$ cat src/rtl/stack_unit_if.sv
// rtl/stack_unit_if.sv - request/response and DataMemory bus bundle for stack_unit
interface stack_unit_if #(
    parameter int AW = 9,
    parameter int DW = 16,
    parameter int CW = 7
);
    // control-unit side
    logic          push;
    logic          pop;
    logic [DW-1:0] din;
    logic [DW-1:0] dout;
    logic          valid;
    logic          ready;
    logic          err;
    logic          full;
    logic          empty;
    logic [CW-1:0] count;

    // DataMemory side
    logic          mem_en;
    logic [AW-1:0] mem_addr;
    logic [DW-1:0] mem_in;
    logic [DW-1:0] mem_out;

    // Stack controller view
    modport slave (
        input  push, pop, din, mem_out,
        output dout, valid, ready, err, full, empty, count,
               mem_en, mem_addr, mem_in
    );

    // Control unit plus DataMemory view
    modport master (
        output push, pop, din, mem_out,
        input  dout, valid, ready, err, full, empty, count,
               mem_en, mem_addr, mem_in
    );
endinterface

$ cat src/rtl/stack_unit.sv
// rtl/stack_unit.sv - downward-growing operand stack controller in front of DataMemory
module stack_unit #(
    parameter int          AW         = 9,
    parameter int          DW         = 16,
    parameter logic [AW-1:0] STACK_BASE = 9'h1FF,
    parameter int          DEPTH      = 64
) (
    input  logic         i_clk,
    input  logic         i_rst,
    stack_unit_if.slave  bus
);
    localparam int CW = $clog2(DEPTH + 1);

    typedef enum logic [1:0] {
        ST_IDLE    = 2'd0,
        ST_WR      = 2'd1,
        ST_RD      = 2'd2,
        ST_RD_WAIT = 2'd3
    } state_t;

    // registered state
    state_t        r_state;
    logic [AW-1:0] r_sp;
    logic [CW-1:0] r_count;
    logic [DW-1:0] r_dout;
    logic          r_valid;
    logic          r_err;
    logic          r_mem_en;
    logic [AW-1:0] r_mem_addr;
    logic [DW-1:0] r_mem_in;

    // next-state values
    state_t        w_state_nxt;
    logic [AW-1:0] w_sp_nxt;
    logic [CW-1:0] w_count_nxt;
    logic [DW-1:0] w_dout_nxt;
    logic          w_valid_nxt;
    logic          w_err_nxt;
    logic          w_mem_en_nxt;
    logic [AW-1:0] w_mem_addr_nxt;
    logic [DW-1:0] w_mem_in_nxt;

    // status decoded from registered state only
    logic          w_full;
    logic          w_empty;
    logic          w_ready;

    assign w_full  = (r_count == CW'(DEPTH));
    assign w_empty = (r_count == '0);
    assign w_ready = (r_state == ST_IDLE);

    // Register every output and the stack bookkeeping; async reset clears mid-write enables at once
    always_ff @(posedge i_clk or posedge i_rst) begin
        if (i_rst) begin
            r_state    <= ST_IDLE;
            r_sp       <= STACK_BASE;
            r_count    <= '0;
            r_dout     <= '0;
            r_valid    <= 1'b0;
            r_err      <= 1'b0;
            r_mem_en   <= 1'b0;
            r_mem_addr <= '0;
            r_mem_in   <= '0;
        end else begin
            r_state    <= w_state_nxt;
            r_sp       <= w_sp_nxt;
            r_count    <= w_count_nxt;
            r_dout     <= w_dout_nxt;
            r_valid    <= w_valid_nxt;
            r_err      <= w_err_nxt;
            r_mem_en   <= w_mem_en_nxt;
            r_mem_addr <= w_mem_addr_nxt;
            r_mem_in   <= w_mem_in_nxt;
        end
    end

    // Next-state and output decode; requests are only looked at in IDLE
    always_comb begin
        w_state_nxt    = r_state;
        w_sp_nxt       = r_sp;
        w_count_nxt    = r_count;
        w_dout_nxt     = r_dout;
        w_valid_nxt    = 1'b0;
        w_err_nxt      = 1'b0;
        w_mem_en_nxt   = 1'b0;
        w_mem_addr_nxt = r_mem_addr;
        w_mem_in_nxt   = r_mem_in;

        unique case (r_state)
            ST_IDLE: begin
                if (bus.push && bus.pop) begin
                    // ambiguous request: reject without touching anything
                    w_err_nxt = 1'b1;
                end else if (bus.push) begin
                    if (w_full) begin
                        w_err_nxt = 1'b1;
                    end else begin
                        w_state_nxt    = ST_WR;
                        w_mem_en_nxt   = 1'b1;
                        w_mem_addr_nxt = r_sp;
                        w_mem_in_nxt   = bus.din;
                    end
                end else if (bus.pop) begin
                    if (w_empty) begin
                        w_err_nxt = 1'b1;
                    end else begin
                        // top of stack sits one above the free slot SP points at
                        w_state_nxt    = ST_RD;
                        w_mem_addr_nxt = r_sp + AW'(1);
                    end
                end
            end

            ST_WR: begin
                // memory captures the write on this edge
                w_state_nxt = ST_IDLE;
                w_sp_nxt    = r_sp - AW'(1);
                w_count_nxt = r_count + CW'(1);
            end

            ST_RD: begin
                // give DataMemory a full cycle for read data to settle
                w_state_nxt = ST_RD_WAIT;
            end

            ST_RD_WAIT: begin
                w_state_nxt = ST_IDLE;
                w_dout_nxt  = bus.mem_out;
                w_valid_nxt = 1'b1;
                w_sp_nxt    = r_sp + AW'(1);
                w_count_nxt = r_count - CW'(1);
            end

            default: begin
                w_state_nxt = ST_IDLE;
            end
        endcase
    end

    assign bus.dout     = r_dout;
    assign bus.valid    = r_valid;
    assign bus.ready    = w_ready;
    assign bus.err      = r_err;
    assign bus.full     = w_full;
    assign bus.empty    = w_empty;
    assign bus.count    = r_count;
    assign bus.mem_en   = r_mem_en;
    assign bus.mem_addr = r_mem_addr;
    assign bus.mem_in   = r_mem_in;
endmodule

$ cat src/flat_wrapper.sv
// flat-port wrapper written by rule: the top's interface ports become plain ports
module stack_unit_flat 
#(
    parameter int          AW         = 9,
    parameter int          DW         = 16,
    parameter logic [AW-1:0] STACK_BASE = 9'h1FF,
    parameter int          DEPTH      = 64
)
  (i_clk, i_rst, bus_push, bus_pop, bus_din, bus_mem_out, bus_dout, bus_valid, bus_ready, bus_err, bus_full, bus_empty, bus_count, bus_mem_en, bus_mem_addr, bus_mem_in);
  stack_unit_if #(.AW(AW), .DW(DW), .CW((7))) bus_i ();
  input  logic i_clk;
  input  logic i_rst;
  input wire logic [$bits(bus_i.push)-1:0] bus_push;
  input wire logic [$bits(bus_i.pop)-1:0] bus_pop;
  input wire logic [$bits(bus_i.din)-1:0] bus_din;
  input wire logic [$bits(bus_i.mem_out)-1:0] bus_mem_out;
  output wire logic [$bits(bus_i.dout)-1:0] bus_dout;
  output wire logic [$bits(bus_i.valid)-1:0] bus_valid;
  output wire logic [$bits(bus_i.ready)-1:0] bus_ready;
  output wire logic [$bits(bus_i.err)-1:0] bus_err;
  output wire logic [$bits(bus_i.full)-1:0] bus_full;
  output wire logic [$bits(bus_i.empty)-1:0] bus_empty;
  output wire logic [$bits(bus_i.count)-1:0] bus_count;
  output wire logic [$bits(bus_i.mem_en)-1:0] bus_mem_en;
  output wire logic [$bits(bus_i.mem_addr)-1:0] bus_mem_addr;
  output wire logic [$bits(bus_i.mem_in)-1:0] bus_mem_in;
  assign bus_i.push = bus_push;
  assign bus_i.pop = bus_pop;
  assign bus_i.din = bus_din;
  assign bus_i.mem_out = bus_mem_out;
  assign bus_dout = bus_i.dout;
  assign bus_valid = bus_i.valid;
  assign bus_ready = bus_i.ready;
  assign bus_err = bus_i.err;
  assign bus_full = bus_i.full;
  assign bus_empty = bus_i.empty;
  assign bus_count = bus_i.count;
  assign bus_mem_en = bus_i.mem_en;
  assign bus_mem_addr = bus_i.mem_addr;
  assign bus_mem_in = bus_i.mem_in;
  stack_unit #(.AW(AW), .DW(DW), .STACK_BASE(STACK_BASE), .DEPTH(DEPTH)) u_core (.i_clk(i_clk), .i_rst(i_rst), .bus(bus_i));
endmodule
$ cat config.mk
export PLATFORM = sky130hd
export DESIGN_NAME = stack_unit_flat
export DESIGN_NICKNAME = d
export VERILOG_FILES = /design/src/rtl/stack_unit_if.sv /design/src/rtl/stack_unit.sv /design/src/flat_wrapper.sv
export SDC_FILE = /design/constraint.sdc
export NUM_CORES = 1
export LEC_CHECK = 0
export ABC_AREA = 1
export BUFFER_PORTS_ARGS = -buffer_cell sky130_fd_sc_hd__buf_2
export CAP_MARGIN = 20
export CORE_MARGIN = 2
export CORE_UTILIZATION = 36
export DETAILED_ROUTE_END_ITERATION = 6
export PLACE_DENSITY = 0.7
export RECOVER_POWER = 50
export SETUP_SLACK_MARGIN = 0.15
export SYNTH_ARGS = -nofsm -noshare
export SYNTH_HDL_FRONTEND = slang
export SYNTH_SLANG_ARGS = --single-unit
export TNS_END_PERCENT = 50
$ cat constraint.sdc
create_clock -name i_clk -period 2.4 [get_ports i_clk]
set_clock_uncertainty 0.2 [all_clocks]
set_input_delay 0.48 -clock i_clk [delete_from_list [all_inputs] [get_ports i_clk]]
set_output_delay 0.48 -clock i_clk [all_outputs]
set_load 0.05 [all_outputs]
# == Yosys cells after proc, flatten, opt, wreduce, memory -nomap -nowiden ==
# Cells that the tools add are included.
# totals
ff_bits,62
in_bits,36
out_inout_bits,54
elab_cells,57
# classes
mux,23
bitwise_logic,2
n_addsub,4
n_eq_ne,10
reduce_logical,9
# op_table
op,n
2-to-1 mux 9 bit,4
one-hot mux 9 bit (2 select lines),1
one-hot mux 7 bit (2 select lines),1
2-to-1 mux 1 bit,11
2-to-1 mux 2 bit,5
adder 9 x 1 -> 9 bit (second input constant),1
inequality test 3 bit (second input constant),3
subtractor 9 x 1 -> 9 bit (second input constant),1
AND reduction 4 bit,2
adder 7 x 1 -> 7 bit (second input constant),1
equality test 7 bit (second input constant),1
logical NOT 7 bit,1
subtractor 7 x 1 -> 7 bit (second input constant),1
inequality test 2 bit (second input constant),3
one-hot mux 2 bit (3 select lines),1
AND reduction 5 bit,1
equality test 2 bit (second input constant),2
nonzero test 2 bit,2
equality test 2 x 1 -> 1 bit (second input constant),1
logical NOT 2 bit,1
NOT 1 bit,2
OR reduction 2 bit,1
logical AND 1 bit,1

# == Depth between registers and ports, before layout ==
# depth
depth_word,6
depth_mapped,16
depth_no_buf,15

# == Least setup slack after synthesis ==
# OpenSTA, ideal clock, no wires.
# synth_path
kind,register to register
start,"reg u_core.r_count[4], in the netlist u_core.bus.count[4]"
end,"reg u_core.r_mem_addr[0], in the netlist u_core.bus.mem_addr[0]"
t_arrival_ns,2.094
setup_ns,0.076
path_stages_with_launch,9
required_ns,2.124
n_path_buf,1
setup_slack_ns,0.030
period_less_slack_ns,2.370
path_cell_list,dfrtp_1 -> inv_1 -> nand2_1 -> nor3_2 -> nand2_1 -> nand4_1 -> buf_4 -> nand2_1 -> o21ai_1
# synth_via
elab_chain_len,3
elab_cells_between_ends,5
classes_between,eq/ne (3); reduce/logical (2)
# synth_lines
element,line_no,text
start: declaration,stack_unit.sv:24,logic [CW-1:0] r_count;
start signal: assignment,stack_unit.sv:67,r_count <= w_count_nxt;
logical NOT 7 bit,stack_unit.sv:49,assign w_empty = (r_count == '0);
via bus_empty,flat_wrapper.sv:22,output wire logic [$bits(bus_i.empty)-1:0] bus_empty;
inequality test 2 bit (no line),n/a,
AND reduction 5 bit (no line),n/a,
end signal: assignment,stack_unit.sv:72,r_mem_addr <= w_mem_addr_nxt;
end: declaration,stack_unit.sv:29,logic [AW-1:0] r_mem_addr;
# The timed path passes the listed nets, and every way through them passes these cells.
# A chain may end at the register's enable or synchronous reset.

# == Worst setup path in the final report ==
# layout_path
start,"reg u_core.r_count[4], in the netlist u_core.bus.count[4]"
end,out bus_empty
# layout_via
elab_chain_len,1
# layout_lines
element,line_no
logical NOT 7 bit,stack_unit.sv:49
end: declaration,flat_wrapper.sv:22
# Every way passes these cells.

==> results.txt <==
status - finished clean
clock buffer count from CTS - 9
Gate Count Post-Synth - 417
Die Y - 98.0 µm
max-cap violation count - 0
Synth top cells by count - 197 x nand2_1, 53 x dfrtp_1, 31 x inv_1, 28 x nand3_1, 18 x o21ai_0
hold crit path type - input port to flop
GRT Overall Usage - 16.4%
Worst IR Drop VDD - 0.000829 V
global route total overflow - 0
crit path from - u_core.bus.count[4]
Max Root-Sink Buffers - 2
first-pass GRT wire length - 13100 µm
I/O Pins - 90
min Tclk post-route - 2.11 ns
Seq. cell area - 1560 µm²
largest net degree at the start of global routing - 25
Seq/Total Area, Yosys - 49.1%
routed vias/inst - 4.71
vias in the first global route - 2835
multi-input logic area - 1390 µm²
count leader, synth - nand2_1
num rows - 34
placed instance area - 3770 µm²
RSZ-0062 raised after global routing - no
Final nets - 552
slew margin rel. - 40.0%
DRC viols - 0
final hold vios - 0
critical path startpoint category - flop
Finished Cell Area - 3980 µm²
chip width - 98.0 µm
GP Congestion - 0.867
Hold EP - u_core.bus.mem_in[9]
Design Power - 6.62 mW
Fillers - 875
DP Wirelength - 5610 µm
clk sinks - 62
setup bufs post-CTS - 0
synth top area cells - dfrtp_1 42%, nand2_1 23%, dfstp_2 7.4%
Static Leak - 2.17 nW
EDFF count, synth - 0
Setup violations, final - 0
number of routed nets with antenna violations - 0
CP Class - flop to output pin
Setup TNS Final - 0 ns
PortBufs - 89
Layout Cells excl Fill - 624
Core Area - 8640 µm²
R2R Path End - u_core.bus.count[6]
Yosys warnings - 0
Critical Path End Type - output pin
DR vias - 2938
Syn-to-layout area delta - 25.1%
Worst Path Arrival - 1.43 ns
Mapped Area - 3180 µm²
# H-tree levels - 3
Required @ worst endpoint - 1.72 ns
Distinct cells, synth - 31
predominant post-synthesis flop cell - dfrtp_1
worst-margin pin slew - 0.899 ns
Fin Hold WS - 0.124 ns
average size of a mapped cell - 7.63 µm²
layout cell share with drive strength beyond 1 - 22.3%
DR iter-0 viols - 124
post-synth top area share - 41.7%
Die Area - 9610 µm²
async set-reset flop share out of synthesis - 100%
total power density per cell area - 1660 nW/µm²
f_max - 473 MHz
worst min-delay path startpoint - bus_din[9]
register-to-register setup slack - 0.47 ns
routed len/inst - 11.9 µm
placed cell count - 607
Routed WL - 7450 µm
number of synthesized register bits - 62
CTS Root Cell - clkbuf_8
Yosys top cell by area - dfrtp_1
clk_lat worst skew - 0.34 ns
FF-to-FF Start - u_core.r_state[0]
initial core utilization - 36.8%
critical path fanouts, max - 4
period utilization - 88.0%
initial antenna violation count - 0
worst-case reg-to-reg path depth - 14
max-slew violation count - 0
clock-pin slew on the worst setup and hold paths - 0.09 ns
net count after synthesis - 458
diode count - 0
Initial DRT Pass Iterations - 4
worst hold path cell count - 3
CTS tree - built
final cells by class:
class                      instances  area share, %
multi-input combinational        302           35.0
inverter                          34           3.27
sequential                        62           39.3
tap                              108           3.39
timing repair buffer             102           13.3
clock buffer                       9           3.11
clock inverter                     7           2.61
how the worst max path moves through the flow:
| stage | slack, ns | depth (start not counted) | endpoint |
|---|---|---|---|
| 2_1_floorplan | 0.19 | 1 | u_core.bus.count[0] |
| 3_3_place_gp | 0.50 | 4 | bus_empty |
| 3_5_place_dp | 0.46 | 8 | u_core.bus.mem_in[3] |
| 4_1_cts | 0.15 | 4 | bus_full |
| 5_1_grt | 0.18 | 4 | u_core.bus.mem_in[13] |
| 6_report | 0.29 | 4 | bus_empty |
cells by family after synthesis:
| kind of cell | after synthesis | synth area share, % |
|---|---|---|
| buffers and inverters | 53 | 7.51 |
| XOR/XNOR | 12 | 3.30 |
| adder cells (fa/ha/maj) | 5 | 1.97 |
| AND/OR/NAND/NOR | 255 | 33.1 |
| AO/OA/AOI/OAI | 30 | 4.99 |
| flip-flops | 62 | 49.1 |
state kept, by name, summed over array words and instances, names as in the netlist:
signal	cells
u_core.bus.count	7
u_core.bus.dout	16
u_core.bus.err	1
u_core.bus.mem_addr	9
u_core.bus.mem_en	1
u_core.bus.mem_in	16
u_core.bus.valid	1
u_core.r_sp	9
u_core.r_state	2
routing by layer:
metal,GRT usage (%),wire length [µm]
met1,21.4,3320
met4,6.20,128
met5,0,0
met2,26.7,3600
met3,3.87,392
what timing repair did:
action	CTS	global route
cloned	0	0
hold buffers	1	0
resized for setup	1	5
endpoints found under the hold margin	21	0
endpoints found under the setup margin	2	2
through the flow:
step,setup WS (ns),utilization [%]
6_report,0.287,46.1
5_1_grt,0.182,46.1
2_1_floorplan,0.193,-
4_1_cts,0.145,46.4
3_5_place_dp,0.458,43.6
3_3_place_gp,0.496,43.6
layout by cell type (no fill, tap or decap), types with 5 or more instances in the layout:
| cell type | instances |
|---|---|
| a21oi_1 | 6 |
| buf_2 | 66 |
| buf_4 | 9 |
| clkbuf_1 | 23 |
| clkbuf_8 | 9 |
| dfrtp_1 | 52 |
| dfstp_2 | 8 |
| ha_1 | 5 |
| inv_1 | 31 |
| nand2_1 | 196 |
| nand3_1 | 28 |
| nand4_1 | 7 |
| nor2_1 | 13 |
| o21ai_0 | 18 |
| xor2_1 | 11 |
power breakdown:
group | switching, mW | internal [mW] | leakage (nW)
Combinational | 2.70 | 0.870 | 1.30
Clock | 0.456 | 0.599 | 0.108
Sequential | 0.427 | 1.57 | 0.755
Total | 3.58 | 3.04 | 2.16
worst max-delay path, cell delays in order (launching register included):
cell and delay (ns):
dfrtp_1 0.42, inv_1 0.13, nand2_1 0.12, nor3_4 0.23, buf_6 0.19
Power figures use the tool's default switching activity.
